<file path="config.mk">
export PLATFORM = sky130hd
export DESIGN_NAME = fmdll_lock_ctrl
export DESIGN_NICKNAME = d
export VERILOG_FILES = /design/src/rtl/fmdll_lock_ctrl.sv
export SDC_FILE = /design/constraint.sdc
export NUM_CORES = 1
export LEC_CHECK = 0
export CAP_MARGIN = 20
export CORE_UTILIZATION = 29
export CTS_CLUSTER_SIZE = 20
export DETAILED_ROUTE_END_ITERATION = 8
export GPL_TIMING_DRIVEN = 1
export SYNTH_ARGS = -nofsm -noshare
export SYNTH_HDL_FRONTEND = slang
export SYNTH_SLANG_ARGS = --single-unit
export TNS_END_PERCENT = 50
</file>
<file path="constraint.sdc">
create_clock -name clk_ext -period 2.4 [get_ports clk_ext]
set_input_delay 0.72 -clock clk_ext [delete_from_list [all_inputs] [get_ports clk_ext]]
set_output_delay 0.72 -clock clk_ext [all_outputs]
set_load 0.02 [all_outputs]
</file>
<file path="src/rtl/fmdll_lock_ctrl.sv">
// rtl/fmdll_lock_ctrl.sv - FMDLL lock controller: SAR coarse search, +/-1 tracking, lock and fault reporting
module fmdll_lock_ctrl #(
   parameter int CODE_W    = 6,
   parameter int N_W       = 4,
   parameter int M_W       = 2,
   parameter int N_MAX     = 10,
   parameter int SETTLE    = 3,
   parameter int LOCK_CNT  = 8,
   parameter int UNLOCK_TH = 3
) (
   input  logic              clk_ext,
   input  logic              rst_n,
   input  logic [N_W-1:0]    N,
   input  logic [M_W-1:0]    M,
   input  logic              pd_up,
   input  logic              pd_dn,
   input  logic              freeze,
   output logic [CODE_W-1:0] dly_code,
   output logic [M_W-1:0]    Sel,
   output logic              locked,
   output logic              busy,
   output logic              err_cfg,
   output logic              err_range
);
   localparam int TMR_W = $clog2(SETTLE + 2);
   localparam int BIT_W = (CODE_W > 1) ? $clog2(CODE_W) : 1;
   localparam int CNT_W = $clog2(LOCK_CNT + 1);
   localparam int RUN_W = $clog2(UNLOCK_TH + 1);
   localparam logic [TMR_W-1:0] TMR_LAST = TMR_W'(SETTLE);
   localparam logic [BIT_W-1:0] BIT_TOP  = BIT_W'(CODE_W - 1);
   localparam logic [CNT_W-1:0] CNT_LOCK = CNT_W'(LOCK_CNT);
   localparam logic [RUN_W-1:0] RUN_TH   = RUN_W'(UNLOCK_TH);
   localparam logic [N_W-1:0]   N_LIM    = N_W'(N_MAX);

   typedef enum logic [2:0] {S_IDLE, S_SAR, S_TRACK, S_LOCKED, S_FAULT} state_t;
   typedef enum logic [1:0] {D_NONE, D_UP, D_DN} dir_t;

   state_t            r_state;
   dir_t              r_last_dir;
   logic              r_latched;
   logic [N_W-1:0]    r_n_q;
   logic [M_W-1:0]    r_m_q;
   logic [TMR_W-1:0]  r_tmr;
   logic [BIT_W-1:0]  r_bit;
   logic [CODE_W-1:0] r_code;
   logic [M_W-1:0]    r_sel;
   logic              r_locked, r_busy, r_err_cfg, r_err_range;
   logic [CNT_W-1:0]  r_lock_cnt;
   logic [RUN_W-1:0]  r_run, r_sat;

   logic              w_cfg_chg, w_cfg_ok, w_sample, w_up, w_dn, w_sat, w_move, w_good;
   dir_t              w_dir;
   logic [CODE_W-1:0] w_bit_mask, w_sar_code, w_step_code;
   logic [CNT_W-1:0]  w_cnt_nxt;
   logic [RUN_W-1:0]  w_run_nxt, w_sat_nxt;
   logic [M_W-1:0]    w_sel_nxt;

   assign w_cfg_chg   = (N != r_n_q) || (M != r_m_q);
   assign w_cfg_ok    = (r_n_q != '0) && (r_n_q <= N_LIM) && (r_m_q != '0);
   assign w_sample    = (r_tmr == TMR_LAST);
   assign w_up        = pd_up & ~pd_dn;
   assign w_dn        = pd_dn & ~pd_up;
   // A request past either end is a saturation event, not a move.
   assign w_sat       = (w_up & (&r_code)) | (w_dn & ~(|r_code));
   assign w_move      = (w_up | w_dn) & ~w_sat;
   assign w_dir       = w_up ? D_UP : D_DN;
   assign w_good      = ~w_move | (w_dir != r_last_dir);
   assign w_cnt_nxt   = w_good ? r_lock_cnt + CNT_W'(1) : '0;
   assign w_run_nxt   = !w_move ? '0 :
                        (w_dir != r_last_dir) ? RUN_W'(1) :
                        (r_run == RUN_TH) ? r_run : r_run + RUN_W'(1);
   assign w_sat_nxt   = r_sat + RUN_W'(1);
   assign w_step_code = w_up ? r_code + CODE_W'(1) : r_code - CODE_W'(1);
   assign w_bit_mask  = CODE_W'(1) << r_bit;
   assign w_sar_code  = (w_up ? r_code : (r_code & ~w_bit_mask)) | (w_bit_mask >> 1);
   assign w_sel_nxt   = (M == '0) ? '0 : M - M_W'(1);

   always_ff @(posedge clk_ext or negedge rst_n) begin
      if (!rst_n) begin
         r_state     <= S_IDLE;
         r_last_dir  <= D_NONE;
         r_latched   <= 1'b0;
         r_n_q       <= '0;
         r_m_q       <= '0;
         r_tmr       <= '0;
         r_bit       <= '0;
         r_code      <= '0;
         r_sel       <= '0;
         r_locked    <= 1'b0;
         r_busy      <= 1'b0;
         r_err_cfg   <= 1'b0;
         r_err_range <= 1'b0;
         r_lock_cnt  <= '0;
         r_run       <= '0;
         r_sat       <= '0;
      end else if (r_state != S_IDLE && w_cfg_chg) begin
         // New configuration is captured here, so IDLE only has to validate it.
         r_state     <= S_IDLE;
         r_latched   <= 1'b1;
         r_n_q       <= N;
         r_m_q       <= M;
         r_sel       <= w_sel_nxt;
         r_code      <= '0;
         r_locked    <= 1'b0;
         r_busy      <= 1'b0;
         r_err_cfg   <= 1'b0;
         r_err_range <= 1'b0;
         r_tmr       <= '0;
         r_lock_cnt  <= '0;
         r_run       <= '0;
         r_sat       <= '0;
      end else if (!freeze) begin
         case (r_state)
            S_IDLE: begin
               if (!r_latched) begin
                  r_latched <= 1'b1;
                  r_n_q     <= N;
                  r_m_q     <= M;
                  r_sel     <= w_sel_nxt;
               end else begin
                  r_latched <= 1'b0;
                  if (w_cfg_ok) begin
                     r_state    <= S_SAR;
                     r_code     <= CODE_W'(1) << (CODE_W - 1);
                     r_bit      <= BIT_TOP;
                     r_busy     <= 1'b1;
                     r_tmr      <= '0;
                     r_last_dir <= D_NONE;
                     r_lock_cnt <= '0;
                     r_run      <= '0;
                     r_sat      <= '0;
                  end else begin
                     r_state   <= S_FAULT;
                     r_err_cfg <= 1'b1;
                  end
               end
            end
            S_SAR: begin
               if (!w_sample) begin
                  r_tmr <= r_tmr + TMR_W'(1);
               end else begin
                  r_tmr  <= '0;
                  r_code <= w_sar_code;
                  if (r_bit == '0) r_state <= S_TRACK;
                  else             r_bit   <= r_bit - BIT_W'(1);
               end
            end
            S_TRACK, S_LOCKED: begin
               if (!w_sample) begin
                  r_tmr <= r_tmr + TMR_W'(1);
               end else begin
                  r_tmr <= '0;
                  if (w_sat) begin
                     r_sat <= w_sat_nxt;
                     if (w_sat_nxt == RUN_TH) begin
                        r_state     <= S_FAULT;
                        r_err_range <= 1'b1;
                        r_busy      <= 1'b0;
                        r_locked    <= 1'b0;
                     end
                  end else begin
                     r_sat <= '0;
                     r_run <= w_run_nxt;
                     if (w_move) begin
                        r_code     <= w_step_code;
                        r_last_dir <= w_dir;
                     end
                     if (r_state == S_TRACK) begin
                        r_lock_cnt <= w_cnt_nxt;
                        if (w_cnt_nxt == CNT_LOCK) begin
                           r_state  <= S_LOCKED;
                           r_locked <= 1'b1;
                           r_busy   <= 1'b0;
                        end
                     end else if (w_run_nxt >= RUN_TH) begin
                        r_state    <= S_TRACK;
                        r_locked   <= 1'b0;
                        r_busy     <= 1'b1;
                        r_lock_cnt <= '0;
                     end
                  end
               end
            end
            default: ;
         endcase
      end
   end

   assign dly_code  = r_code;
   assign Sel       = r_sel;
   assign locked    = r_locked;
   assign busy      = r_busy;
   assign err_cfg   = r_err_cfg;
   assign err_range = r_err_range;
endmodule

</file>
# Word-level counts from Yosys, hierarchy flattened
# Index checks and enable logic that the tools add are counted.
dict set report classes {
  bitwise 18
  mux 112
  magnitude_cmp 2
  n_reduce_logical 40
  n_addsub 8
  n_shift 1
  n_eq_ne 33
}
# op count
set op_table {}
lappend op_table {{two-way mux 3 bit} 21}
lappend op_table {{two-way mux 6 bit} 10}
lappend op_table {{two-way mux 2 bit} 26}
lappend op_table {{two-way mux 4 bit} 13}
lappend op_table {{two-way mux 1 bit} 33}
lappend op_table {{AND reduction 8 bit} 3}
lappend op_table {{!= test 3 bit (second input constant)} 7}
lappend op_table {{case mux 6 bit (3 select lines)} 1}
lappend op_table {{AND reduction 6 bit} 3}
lappend op_table {{nonzero test 2 bit} 9}
lappend op_table {{!= test 2 bit (second input constant)} 7}
lappend op_table {{AND reduction 7 bit} 2}
lappend op_table {{case mux 2 bit (2 select lines)} 3}
lappend op_table {{case mux 3 bit (2 select lines)} 2}
lappend op_table {{nonzero test 4 bit} 3}
lappend op_table {{!= test 5 bit (second input constant)} 2}
lappend op_table {{AND reduction 5 bit} 2}
lappend op_table {{equality test 3 x 2 -> 1 bit (second input constant)} 3}
lappend op_table {{case mux 3 bit (3 select lines)} 1}
lappend op_table {{AND reduction 9 bit} 1}
lappend op_table {{nonzero test 3 bit} 3}
lappend op_table {{!= test 4 bit (second input constant)} 2}
lappend op_table {{case mux 4 bit (2 select lines)} 1}
lappend op_table {{AND reduction 4 bit} 2}
lappend op_table {{34 further kinds} 54}
dict set report word_totals {
  out_inout_bits 12
  reg_bits 38
  elab_cells 230
  input_bits 11
}

# Depth between registers and ports, before layout
dict set report depth {
  ltp_word 17
  mapped_depth 11
  mapped_depth_nobuf 10
}

# Worst setup path before layout
# Ideal clock, no wire load.
dict set report synth_path {
  kind {input to register}
  startpoint {input port pd_dn}
  endpoint {register r_busy (netlist: busy)}
  required_ps 2273
  setup_slack_ps -441
  t_arrival_ps 2713
  path_buffers 2
  stages 10
  setup_ps 127
  cell_sequence {inv_1 > ha_1 > buf_2 > inv_2 > nor4_4 > or2_2 > buf_2 > or4b_1 > and3b_1 > mux2_1}
}
dict set report synth_via {
  elab_chain_len 12
  word_cells_on_any_way 27
  cone_classes {order compare: 1; eq/ne: 5; mux: 9; bitwise: 11; reduce/logical: 1}
}
# item line_no
set synth_lines {}
lappend synth_lines {{start, declared} 16} ;# input logic pd_dn,
lappend synth_lines {{inverter 1 bit} 61} ;# assign w_up = pd_up & ~pd_dn;
lappend synth_lines {{bitwise AND 1 bit} 61}
lappend synth_lines {{bitwise AND 1 bit} 64} ;# assign w_sat = (w_up & (&r_code)) | (w_dn & ~(|r_code));
lappend synth_lines {{bitwise OR 1 bit} 64}
lappend synth_lines {{inverter 1 bit} 65} ;# assign w_move = (w_up | w_dn) & ~w_sat;
lappend synth_lines {{bitwise AND 1 bit} 65}
lappend synth_lines {{inverter 1 bit} 67} ;# assign w_good = ~w_move | (w_dir != r_last_dir);
lappend synth_lines {{bitwise OR 1 bit} 67}
lappend synth_lines {{two-way mux 4 bit} 68} ;# assign w_cnt_nxt = w_good ? r_lock_cnt + CNT_W'(1) : '0;
lappend synth_lines {{equality test 4 bit} 170} ;# if (w_cnt_nxt == CNT_LOCK) begin
lappend synth_lines {{!= test 5 bit (no source line)} n/a}
lappend synth_lines {{AND reduction 8 bit (no source line)} n/a}
lappend synth_lines {{end signal, assigned} 90} ;# r_busy <= 1'b0;
lappend synth_lines {{end signal, assigned} 173} ;# r_busy <= 1'b0;
lappend synth_lines {{end signal, assigned} 178} ;# r_busy <= 1'b1;
lappend synth_lines {{end, declared} 47} ;# logic r_locked, r_busy, r_err_cfg, r_err_range;
# Several ways; a longest one is shown, not always the timed one. The select of a mux whose other input is x is not followed.
# A chain may end at the register's enable or synchronous reset.

# Worst setup path in the final report
dict set report layout_path {
  startpoint {input port pd_up}
  endpoint {register r_busy (netlist: busy)}
}
dict set report layout_via {
  elab_chain_len 12
  word_cells_on_any_way 27
  cone_classes {order compare: 1; eq/ne: 5; mux: 9; bitwise: 11; reduce/logical: 1}
}
# item line_no
set layout_lines {}
lappend layout_lines {{start, declared} 15} ;# input logic pd_up,
lappend layout_lines {{inverter 1 bit} 62} ;# assign w_dn = pd_dn & ~pd_up;
lappend layout_lines {{bitwise AND 1 bit} 62}
lappend layout_lines {{bitwise AND 1 bit} 64}
lappend layout_lines {{bitwise OR 1 bit} 64}
lappend layout_lines {{inverter 1 bit} 65}
lappend layout_lines {{bitwise AND 1 bit} 65}
lappend layout_lines {{inverter 1 bit} 67}
lappend layout_lines {{bitwise OR 1 bit} 67}
lappend layout_lines {{two-way mux 4 bit} 68}
lappend layout_lines {{equality test 4 bit} 170}
lappend layout_lines {{!= test 5 bit (no source line)} n/a}
lappend layout_lines {{AND reduction 8 bit (no source line)} n/a}
# Several ways; a longest one is shown, not always the timed one. The select of a mux whose other input is x is not followed.

==> summary.md <==
| Metric | Value |
|---|---|
| P_int | `2400 uW` |
| Initial Util | `around 30%` |
| Worst setup path class | `in2reg` |
| # port buffers | `22` |
| TritonCTS clock tree | `yes` |
| Register bit total from synthesis | `38` |
| DRC | `0` |
| Worst slew margin | `58.4%` |
| HP Class | `in2async` |
| Power Density | `approximately 1000 mW/mm^2` |
| Fmax | `407 MHz` |
| Setup Skew | `0.00704 ns` |
| Pin count of the biggest net entering global routing | `39` |
| Num CTS Buffers | `5` |
| Unrepaired setup endpoints after global routing | `true` |
| Sequential-to-total area share from yosys stat | `36.3%` |
| Clk pwr share | `17.3%` |
| Sequential share of power | `23.9%` |
| Power, Total | `3940 uW` |
| Data arrival time of the worst path | `2.64 ns` |
| Vias | `2545` |
| TritonCTS Sinks | `38` |
| Synthesis warning total | `0` |
| Post-route clock period utilization | `102%` |
| DP Wirelength | `around 5300 microns` |
| Number of flops mapped to enable cells by yosys | `0` |
| Skew-Pair Late Insertion Delay | `a little under 0.3 ns` |
| Violated checks | `negative setup slack` |
| Most common cell after layout, fill and taps aside | `buf_4` |
| Crit path max fanout | `5` |
| Maxcap violations | `0` |
| Worst-margin pin slew | `approximately 0.6 ns` |
| Area Overhead vs Synth | `45.5%` |
| Final Max Slew Viols | `0` |
| Inserted Diodes | `0` |
| Met2 Use GR | `25.2%` |
| Area contributors post-synth | `dfrtp_1 36%, ha_1 6.7%, o21ai_0 4.6%, nand2_1 4.6%, mux2_2 4.3%` |
| Post-synth ARST share | `100%` |
| P_leak | `~0.0017 uW` |
| H-tree depth | `2` |
| Synth area leader | `dfrtp_1` |
| Drt first pass iters | `4` |
| Clock period minus worst slack | `2.45 ns` |
| Fin. Hold Viols | `0` |
| Yosys top cell area share | `36.3%` |
| # IOs | `23` |
| Met1 global-route usage | `a little over a fifth` |
| Area of the core | `0.00872 sq mm` |
| Mapped Nets | `about 320` |
| Placer Congestion | `0.898` |
| Worst setup EP type | `register` |
| Cells after Synth | `between 200 and 300` |
| DIE AREA | `0.00941 sq mm` |
| Dpl ws | `-0.802 ns` |
| Root buf cell | `clkbuf_8` |
| WL final | `7170 microns` |
| Worst-path clk slew | `roughly 0.07 ns` |
| Endpoints failing setup | `2` |
| Worst path required time | `2.58 ns` |
| Logic pwr share | `58.8%` |
| Switching Power | `1540 uW` |
| # rows | `34` |
| Mapped Avg Cell Area | `8.94 sq um` |
| Most crowded layer after global routing | `met2` |
| Synth unique cells | `59` |
| First-pass GRT wire length | `around 12000 microns` |
| Routing usage on met3 | `3.32%` |
| ANT nets after route | `0` |
| CTS Buffer Depth | `2` |
| Status | `finished, violations left` |
| DR iter-0 viols | `127` |
| Final #Nets | `between 400 and 500` |
| Most frequent cells in the layout | `66 x buf_4, 38 x dfrtp_1, 31 x nand2_1` |
| Post-route cell area | `0.00381 sq mm` |
| Vias in the first global route | `2469` |
| Dpl cell area | `roughly 0.0035 sq mm` |
| Final worst setup slack | `-0.0545 ns` |
| Synth Cell Area | `0.00262 sq mm` |
| Max VDD drop | `between 0.0003 and 0.0004 V` |
| Die Wd | `97.0 microns` |
| Net Sw Frac | `roughly two fifths` |
| Layout cells sized above 1 | `34.9%` |
| Total grt overflow | `0` |
| Die Y | `97.0 microns` |
| CP startpoint kind | `input port` |
| Initial antenna violation count | `0` |
| Via density | `5.20` |
| Most used DFF post-synth | `dfrtp_1` |
| Wirelength per Cell | `14.7 microns` |
| GRT Util Overall | `between 15 and 20%` |
[synthesized netlist by cell type (3+ instances only)]
cell type,number
nor2b_1,6
xor2_1,8
buf_2,5
nand2_1,32
o21bai_1,3
nand2b_1,6
a21oi_1,14
ha_1,14
nor3_1,12
or2_2,3
clkbuf_1,5
a21o_1,3
dfrtp_1,38
nor2_1,25
o21a_1,3
mux2_2,10
nor4_1,4
mux2i_1,3
a22oi_1,3
a31oi_1,5
inv_1,11
o21ai_0,24
nand3_1,8
o2bb2ai_1,4
o31ai_1,3
[metal layers]
layer / wire length, microns / up-vias
met5: 0 / -
met4: 90 / 0
met3: 357 / 8
met2: 3370 / 70
met1: 3360 / 1233
li1: - / 1234
[cells by family (layout without fill, tap and decap cells)]
group | after synthesis | in the layout | synth area share, %
muxes | 14 | 14 | 5.88
and+or+nand+nor | 118 | 118 | 25.1
DFF | 38 | 38 | 36.3
AOI/OAI and AO/OA | 76 | 76 | 18.5
adders and majority gates | 15 | 15 | 7.45
xor gates and xnor gates | 10 | 10 | 3.34
buffers and inverters | 22 | 110 | 3.39
[stage by stage]
step | utilization, % | TNS (ns) | hold slack (ns) | instances
finish | 43.7 | -0.0632 | 0.477 | 489
detailed placement | 39.7 | -19.71 | 0.467 | 473
global route | 43.7 | -0.272 | 0.514 | 489
CTS | 42.1 | -0.0294 | 0.488 | 484
floorplan | - | -0.624 | 0.424 | 293
global placement | 39.7 | -18.35 | 0.463 | 473
[final cells by class]
type,count,area (sq um)
repair buffers,90,744
flip-flops and latches,38,951
multi-input cells,233,1770
clock inverters,2,60.1
clock buffers,6,82.6
inverters,12,62.6
fillers,863,4910
well taps,108,135
[worst max-delay path, stage by stage]
cell	delay, ns
buf_8	0.10
buf_6	0.11
ha_4	0.18
nor4b_4	0.34
nor2_2	0.10
nand4b_1	0.14
or4b_4	0.48
and3b_1	0.19
mux2_4	0.29
[sequential cells by signal, summed over array words and instances, names as in the netlist, 3 cells and up]
signal	cells
r_state	3
r_bit	3
dly_code	6
r_tmr	3
r_n_q	4
r_lock_cnt	4
[power by group through the flow]
| stage | Sequential (uW) | Clock, uW | Combinational, uW |
|---|---|---|---|
| floorplan | 1010 | 0 | 1170 |
| CTS | 939 | 701 | 2220 |
| finish | 940 | 683 | 2320 |
| detailed placement | 947 | 0 | 2130 |
| global placement | 941 | 0 | 2090 |
| global route | 964 | 726 | 2520 |
[timing repair]
action | CTS | global route
setup buffers | 4 | 5
pin swaps | 11 | 14
hold buffers | 0 | 0
endpoints found under the hold margin | 0 | 0
setup endpoints to repair | 35 | 16
gates resized for setup | 36 | 22
[final timing paths]
kind	cells past startpoint	startpoint	slack, ns	end
max in group asynchronous	2	rst_n	1.57	r_bit[2]$_DFFE_PN0P_
min in group clk_ext	2	Sel[0]$_DFFE_PN0P_	0.48	Sel[0]$_DFFE_PN0P_
max reg2reg	8	dly_code[3]$_DFFE_PN0P_	0.02	busy$_DFFE_PN0P_
max	9	pd_up	-0.05	busy$_DFFE_PN0P_
min reg2reg	2	Sel[0]$_DFFE_PN0P_	0.48	Sel[0]$_DFFE_PN0P_
min	2	rst_n	0.48	r_lock_cnt[0]$_DFFE_PN0P_
Note: power is estimated with default switching activity, not from simulation.
